## src/rtl/mem_arbiter.sv

```systemverilog
// Fixed-priority arbiter for the shared single-port RAM: the CPU wins ties, and a saturating
// wait counter lets the debug/loader port through after MAX_WAIT consecutive CPU grants.
//   state  | meaning
//   IDLE   | arbitrate; on a grant, latch the request and present it to the RAM
//   ACCESS | RAM cycle; write strobe active for writes
//   RESP   | ack pulse to the owner; read data valid
module mem_arbiter #(
    parameter int AW       = 8,
    parameter int DW       = 16,
    parameter int MAX_WAIT = 4
) (
    input  logic          clk,
    input  logic          reset,
    input  logic          cpu_req,
    input  logic          cpu_we,
    input  logic [AW-1:0] cpu_addr,
    input  logic [DW-1:0] cpu_wdata,
    output logic          cpu_ack,
    output logic [DW-1:0] cpu_rdata,
    input  logic          dbg_req,
    input  logic          dbg_we,
    input  logic [AW-1:0] dbg_addr,
    input  logic [DW-1:0] dbg_wdata,
    output logic          dbg_ack,
    output logic [DW-1:0] dbg_rdata,
    output logic [AW-1:0] mem_addr,
    output logic          mem_write,
    output logic [DW-1:0] mem_din,
    input  logic [DW-1:0] mem_dout,
    output logic          busy
);

    localparam int WW = $clog2(MAX_WAIT + 1);
    localparam logic [WW-1:0] WAIT_LIMIT = WW'(MAX_WAIT);

    typedef enum logic [1:0] {IDLE, ACCESS, RESP} state_t;

    state_t        state;
    state_t        state_next;
    logic [WW-1:0] dbg_wait;
    logic          owner;     // 0 = CPU, 1 = debug
    logic          lat_we;
    logic          grant_cpu;
    logic          grant_dbg;
    logic          sel_we;
    logic [AW-1:0] sel_addr;
    logic [DW-1:0] sel_wdata;

    always_ff @(posedge clk or posedge reset) begin
        if (reset) begin
            state <= IDLE;
        end else begin
            state <= state_next;
        end
    end

    always_comb begin
        state_next = state;
        grant_cpu  = 1'b0;
        grant_dbg  = 1'b0;
        sel_we     = cpu_we;
        sel_addr   = cpu_addr;
        sel_wdata  = cpu_wdata;
        case (state)
            IDLE: begin
                grant_cpu = cpu_req && (!dbg_req || (dbg_wait < WAIT_LIMIT));
                grant_dbg = dbg_req && !grant_cpu;
                if (grant_dbg) begin
                    sel_we    = dbg_we;
                    sel_addr  = dbg_addr;
                    sel_wdata = dbg_wdata;
                end
                if (grant_cpu || grant_dbg) begin
                    state_next = ACCESS;
                end
            end
            ACCESS:  state_next = RESP;
            RESP:    state_next = IDLE;
            default: state_next = IDLE;
        endcase
    end

    always_ff @(posedge clk or posedge reset) begin
        if (reset) begin
            dbg_wait  <= '0;
            owner     <= 1'b0;
            lat_we    <= 1'b0;
            mem_addr  <= '0;
            mem_din   <= '0;
            mem_write <= 1'b0;
            cpu_ack   <= 1'b0;
            dbg_ack   <= 1'b0;
            cpu_rdata <= '0;
            dbg_rdata <= '0;
            busy      <= 1'b0;
        end else begin
            cpu_ack <= 1'b0;
            dbg_ack <= 1'b0;
            busy    <= (state_next != IDLE);
            if (grant_cpu || grant_dbg) begin
                owner     <= grant_dbg;
                lat_we    <= sel_we;
                mem_addr  <= sel_addr;
                mem_din   <= sel_wdata;
                mem_write <= sel_we;
            end
            if (grant_dbg) begin
                dbg_wait <= '0;
            end else if (grant_cpu && dbg_req && (dbg_wait < WAIT_LIMIT)) begin
                dbg_wait <= dbg_wait + 1'b1;
            end
            if (state == ACCESS) begin
                mem_write <= 1'b0;
                if (owner) begin
                    dbg_ack <= 1'b1;
                    if (!lat_we) begin
                        dbg_rdata <= mem_dout;
                    end
                end else begin
                    cpu_ack <= 1'b1;
                    if (!lat_we) begin
                        cpu_rdata <= mem_dout;
                    end
                end
            end
        end
    end

endmodule

```

## config.mk

```make
export PLATFORM = sky130hd
export DESIGN_NAME = mem_arbiter
export DESIGN_NICKNAME = d
export VERILOG_FILES = /design/src/rtl/mem_arbiter.sv
export SDC_FILE = /design/constraint.sdc
export NUM_CORES = 1
export LEC_CHECK = 0
export ABC_CLOCK_PERIOD_IN_PS = 3500
export CAP_MARGIN = 20
export CORE_ASPECT_RATIO = 1.1
export CORE_MARGIN = 5
export CORE_UTILIZATION = 40
export DETAILED_ROUTE_END_ITERATION = 16
export PLACE_DENSITY = 0.78
export SYNTH_ARGS = -nofsm -noshare
export SYNTH_HDL_FRONTEND = slang
export SYNTH_SLANG_ARGS = --single-unit
```

## constraint.sdc

```tcl
create_clock -name clk -period 3.5 [get_ports clk]
set_input_delay 0.875 -clock clk [delete_from_list [all_inputs] [get_ports clk]]
set_output_delay 0.875 -clock clk [all_outputs]
set_load 0.02 [all_outputs]
```

==> results of run 1 <==
[worst max path at each step]
| stage | to | slack (ns) |
|---|---|---|
| 5_1_grt | mem_write | 1.04 |
| 3_3_place_gp | mem_write | 0.81 |
| 3_5_place_dp | mem_write | 0.78 |
| 6_report | mem_write | 1.12 |
| 4_1_cts | mem_write | 1.14 |
| 2_1_floorplan | busy | 0.94 |
[metal layers]
metal | global-route usage | vias to the layer above
li1 | - | 1154
met1 | 0.216 | 1178
met2 | 0.276 | 111
met3 | 0.0565 | 12
met4 | 0.0745 | 0
met5 | 0 | -
[placed cells by master (no fill, tap or decap), types with 2 or more instances in the layout]
cell type	count
inv_2	2
clkbuf_8	10
a21oi_1	27
nand3_1	26
nand2_1	6
o21ai_0	26
mux2_2	31
nor2_1	3
a31oi_1	25
clkinv_2	3
dfrtp_1	67
clkdlybuf4s50_1	129
nor3b_4	2
buf_4	5
clkinvlp_4	2
[power by group through the flow]
stage	Combinational (mW)	Sequential, mW	Clock (mW)
3_3_place_gp	2.07	1.38	0
2_1_floorplan	0.727	1.79	0
3_5_place_dp	2.11	1.40	0
5_1_grt	2.23	1.43	0.609
6_report	2.09	1.38	0.550
4_1_cts	2.12	1.38	0.571
[metrics by stage]
stage | instances | hold slack (ns)
after floorplan | 248 | 0.443
after global placement | 448 | 0.453
after detailed placement | 448 | 0.479
after CTS | 463 | 0.495
after global routing | 463 | 0.520
final | 463 | 0.497
[registers in the layout, summed over array words and instances, names as in the netlist]
signal,cells
mem_din,16
mem_write,1
dbg_wait,3
dbg_rdata,16
dbg_ack,1
lat_we,1
busy,1
mem_addr,8
owner,1
cpu_rdata,16
state,2
cpu_ack,1
[final cells by class]
cell class,instances,area [um^2],share of cell area
sequential,67,1680,0.381
timing repair buffer,135,1350,0.307
multi-input combinational,158,1080,0.247
clock buffer,10,138,0.0313
tap,85,106,0.0242
clock inverter,5,30.0,0.00683
inverter,3,11.3,0.00256
[cells by family after synthesis]
family	count (synthesis)	synth area share
flops	67	0.586
fa+ha+maj	1	0.00437
mux	32	0.126
compound gates	80	0.153
buf+inv	23	0.0385
simple gates	45	0.0927
[critical path, stage by stage]
cell and delay (ns):
clkdlybuf4s50_1 0.49, or3b_1 0.72, o21ai_0 0.35, a311oi_1 0.13
==> impl_metrics.env, run 1 <==
export IMPL_hold_viol=0
export IMPL_wl_met2_um=3660
export IMPL_clock_sink_count=67
export IMPL_critPathKind="in2reg"
export IMPL_synthDistinctLibCells=29
export IMPL_vias=2455
export IMPL_ys_top_cells_by_area="dfrtp_1 59%, mux2_2 12%, a31oi_1 5.5%"
export IMPL_ios=130
export IMPL_fmax_mhz=421
export IMPL_highest_layer="met4"
export IMPL_wire_per_inst_um=17.1
export IMPL_place_congestion=0.756
export IMPL_cts_root_buffer="clkbuf_8"
export IMPL_pwr_share_clk=0.137
export IMPL_fp_row_count=32
export IMPL_ys_flop_type="dfrtp_1"
export IMPL_synth_seq_cells=67
export IMPL_post_route_drc_count=0
export IMPL_final_nets=445
export IMPL_die_h_um=98.7
export IMPL_area_delta_synth_final_pct=53.5
export IMPL_place_area_um2=4230
export IMPL_first_pass_iters=6
export IMPL_overflow=0
export IMPL_peakVddDrop_v=0.000498
export IMPL_post_place_ws_ns=0.778
export IMPL_hp_class="reg2reg"
export IMPL_drt_initial_drc_count=67
export IMPL_core_um2=7010
export IMPL_hpwl_um=5770
export IMPL_postLayoutCoreUtil=0.627
export IMPL_grt_first_pass_wirelength_um=12500
export IMPL_slew_headroom=0.430
export IMPL_worstHoldEndpoint="cpu_rdata[0]"
export IMPL_required_ns=3.69
export IMPL_setup_violations=0
export IMPL_diodes=0
export IMPL_crit_start="dbg_req"
export IMPL_cts_setup_buffers=0
export IMPL_hp_start="cpu_rdata[0]"
export IMPL_initial_core_util=0.409
export IMPL_synth_most_common_cell="dfrtp_1"
export IMPL_outcome="finished, final reports clean"
export IMPL_period_share=0.679
export IMPL_routed_wl_um=7900
export IMPL_grt_pass1_vias=2519
export IMPL_layout_setup_ws_ns=1.12
export IMPL_die_area_um2=8950
export IMPL_pwr_share_comb=0.520
export IMPL_die_w_um=90.7
export IMPL_fin_worst_skew_ns=0.00918
export IMPL_grtUsageTotal=0.173
export IMPL_stdcell_area_um2=4400
export IMPL_antenna_found_initial=0
export IMPL_syn_area_per_cell_um2=11.5
export IMPL_syn_nets=319
export IMPL_ys_seq_area_frac=0.586
export IMPL_synth_top_area_share=0.586
export IMPL_path_clk_slew_ns=0.07
export IMPL_htree_levels=3
export IMPL_arrival_ns=2.56
export IMPL_final_max_slew_viol_count=0
export IMPL_max_cap_violations=0
export IMPL_yosysTopAreaCell="dfrtp_1"
export IMPL_finalWorstPathRequiredPeriod_ns=2.38
export IMPL_cts_made_buffers=9
export IMPL_critical_path_max_fanout=28
export IMPL_syn_area_um2=2860
export IMPL_postCtsResizedCells=0
export IMPL_rr_worst_depth=3
export IMPL_internal_power_mw=2.43
export IMPL_postSynth_asyncResetShare=1.00
export IMPL_port_buffers=129
export IMPL_r2r_start="state[1]"
export IMPL_avgViaCountPerCell=5.30
export IMPL_clock_latency_ns=0.33
export IMPL_yosys_warnings=0
export IMPL_reg2reg_to="dbg_rdata[4]"
export IMPL_power_switching_mw=1.59
export IMPL_p_leak_nw=1.76
export IMPL_netlist_instances=248
export IMPL_hold_path_depth=1
export IMPL_drive_above_1_share=0.159
export IMPL_tritoncts="yes"
export IMPL_synth_edf_count=0
export IMPL_p_seq_frac=0.343
export IMPL_wl_met1_um=3370
export IMPL_cp_end_kind="flop"
export IMPL_timing_setup_tns_ns=0
export IMPL_startpoint_type="primary input"
export IMPL_grt_max_degree=36
export IMPL_tightest_slew_ns=0.854
export IMPL_cts_hold_fix_buffers=0
export IMPL_power_mw=4.02
export IMPL_cts_buffer_depth=2
export IMPL_r2r_slack_ns=1.59
export IMPL_yosys_top_cells_count="67 x dfrtp_1, 31 x mux2_2, 27 x a21oi_1"
export IMPL_rsz0062_at_grt="false"
export IMPL_swShare=0.395
export IMPL_wl_met3_um=727
export IMPL_n_fill_cell=604
export IMPL_ant_nets=0
export IMPL_powerDensity_nw_per_um2=915
(Power assumes the default switching activity.)
==> run 2: changes to the inputs <==
==> config.mk (replaced) <==
export PLATFORM = sky130hd
export DESIGN_NAME = mem_arbiter
export DESIGN_NICKNAME = d
export VERILOG_FILES = /design/src/rtl/mem_arbiter.sv
export SDC_FILE = /design/constraint.sdc
export NUM_CORES = 1
export LEC_CHECK = 0
export ABC_CLOCK_PERIOD_IN_PS = 2100
export CAP_MARGIN = 20
export CORE_ASPECT_RATIO = 1.1
export CORE_MARGIN = 5
export CORE_UTILIZATION = 37
export DETAILED_ROUTE_END_ITERATION = 16
export PLACE_DENSITY = 0.76
export SYNTH_ARGS = -nofsm -noshare
export SYNTH_HDL_FRONTEND = slang
export SYNTH_SLANG_ARGS = --single-unit
==> constraint.sdc (replaced) <==
create_clock -name clk -period 2.1 [get_ports clk]
set_input_delay 0.525 -clock clk [delete_from_list [all_inputs] [get_ports clk]]
set_output_delay 0.525 -clock clk [all_outputs]
set_load 0.02 [all_outputs]
==> run 2 against run 1 <==
Largest power group unchanged. Sequential power grew 67%. Sequential share of layout area shrank 1.2 points. Worst hold slack lost 0.0081 ns. Clock power grew 110%. Cell area grew 3.4%. Clock-buffer cell count is the same. Global-route usage shrank 0.51 points.
==> impl_metrics.env, run 2 (synthesis gave the netlist of run 1 again) <==
export IMPL_outcome="finished, final reports clean"
export IMPL_seqCellArea_um2=1680
export IMPL_cp_end_kind="output pin"
export IMPL_met3_usage=0.0560
export IMPL_avgViaCountPerCell=5.06
export IMPL_rsz0062_at_grt="false"
export IMPL_hold_slack_ns=0.489
export IMPL_finalWorstPathRequiredPeriod_ns=1.84
export IMPL_setup_violations=0
export IMPL_cts_made_buffers=9
export IMPL_core_um2=7510
export IMPL_crit_family="buffers and inverters"
export IMPL_reg_largest_list="cpu_rdata: 16 flops, dbg_rdata: 16 flops, mem_din: 16 flops"
export IMPL_clock_sink_count=67
export IMPL_hp_class="reg2reg"
export IMPL_peakVddDrop_v=0.000623
export IMPL_diodes=0
export IMPL_fmax_mhz=545
export IMPL_port_buffers=129
export IMPL_die_w_um=93.9
export IMPL_globalRouteMet1Util=0.224
export IMPL_dpl_cell_count=476
export IMPL_path_clk_slew_ns=0.07
export IMPL_htree_levels=3
export IMPL_crit_chain="clkdlybuf4s50_1"
export IMPL_grt_pass1_vias=2497
export IMPL_grt_first_pass_wirelength_um=12600
export IMPL_overflow=0
export IMPL_multiInputGateArea_um2=1080
export IMPL_ant_nets=0
export IMPL_drt_initial_drc_count=87
export IMPL_final_cell_mix="129 x clkdlybuf4s50_1, 67 x dfrtp_1, 31 x mux2_2, 27 x a21oi_1"
export IMPL_powerDensity_nw_per_um2=1550
export IMPL_slew_headroom=0.693
export IMPL_final_nets=453
export IMPL_grt_busiest_layer="met2"
export IMPL_area_delta_synth_final_pct=58.7
export IMPL_cts_root_buffer="clkbuf_8"
export IMPL_power_mw=7.02
export IMPL_layout_setup_ws_ns=0.264
export IMPL_wire_per_inst_um=16.2
export IMPL_grt_max_degree=68
export IMPL_n_fill_cell=666
export IMPL_first_pass_iters=5
export IMPL_final_max_slew_viol_count=0
export IMPL_arrival_ns=1.31
export IMPL_final_common_cell="clkdlybuf4s50_1"
export IMPL_drive_above_1_share=0.176
export IMPL_max_cap_violations=0
export IMPL_crit_path_top_delay_cell="clkdlybuf4s50_1"
export IMPL_critical_path_max_fanout=2
export IMPL_die_area_um2=9600
export IMPL_critPathKind="reg2out"
export IMPL_slowest_delay_ns=0.62
export IMPL_stdcell_area_um2=4540
export IMPL_initial_core_util=0.381
export IMPL_cts_setup_buffers=0
export IMPL_place_area_um2=4330
export IMPL_grtUsageTotal=0.168
export IMPL_place_congestion=0.787
export IMPL_startpoint_type="flop"
export IMPL_required_ns=1.57
export IMPL_routed_wl_um=7940
export IMPL_die_h_um=102
export IMPL_fin_worst_skew_ns=0.00676
export IMPL_cp_buffers_inverters=1
export IMPL_cts_buffer_depth=2
export IMPL_ios=130
export IMPL_p_leak_nw=1.83
export IMPL_clock_latency_ns=0.33
export IMPL_hpwl_um=5820
export IMPL_vias=2484
export IMPL_post_route_drc_count=0
export IMPL_post_place_ws_ns=-0.00170
export IMPL_period_share=0.874
export IMPL_postCtsResizedCells=0
export IMPL_antenna_found_initial=0
export IMPL_grt_use_met2=0.262
export IMPL_fp_row_count=33
export IMPL_tightest_slew_ns=0.459
export IMPL_cts_hold_fix_buffers=0
export IMPL_hold_viol=0
export IMPL_tritoncts="yes"
export IMPL_instances_no_fill=491
## run 2: cell type report
cell class | count | area share
clock inverter | 5 | 0.0171
sequential | 67 | 0.369
clock buffer | 10 | 0.0303
inverter | 3 | 0.00330
timing repair buffer | 143 | 0.313
multi-input combinational | 158 | 0.239
tap | 105 | 0.0289
## run 2: stage by stage
stage,setup TNS [ns],utilization
detailed placement,-0.00170,0.576
CTS,0,0.605
global placement,0,0.576
finish,0,0.605
global route,0,0.605
floorplan,0,-
## run 2: path summary, 6_finish.rpt
path,start,to,slack [ns],cells past startpoint
setup / recovery,mem_din[10],mem_din[10],0.26,1
hold / removal,dbg_wait[1],dbg_wait[1],0.49,2
setup reg to reg,state[1],dbg_rdata[1],0.49,4
hold reg to reg,dbg_wait[1],dbg_wait[1],0.49,2
max in group asynchronous,reset,mem_din[0],1.18,3
min in group asynchronous,reset,dbg_rdata[5],0.64,3
## run 2: layer usage
layer  up-vias  wire (um)
met5         -          0
met4         0         70
met3         7        758
met2       137       3730
met1      1168       3380
li1       1172          -
## run 2: report_power, final
| part | leakage, nW | switching, mW | internal [mW] |
|---|---|---|---|
| clock network | 0.108 | 0.460 | 0.690 |
| registers | 0.793 | 0.378 | 1.93 |
| logic | 0.927 | 1.82 | 1.75 |
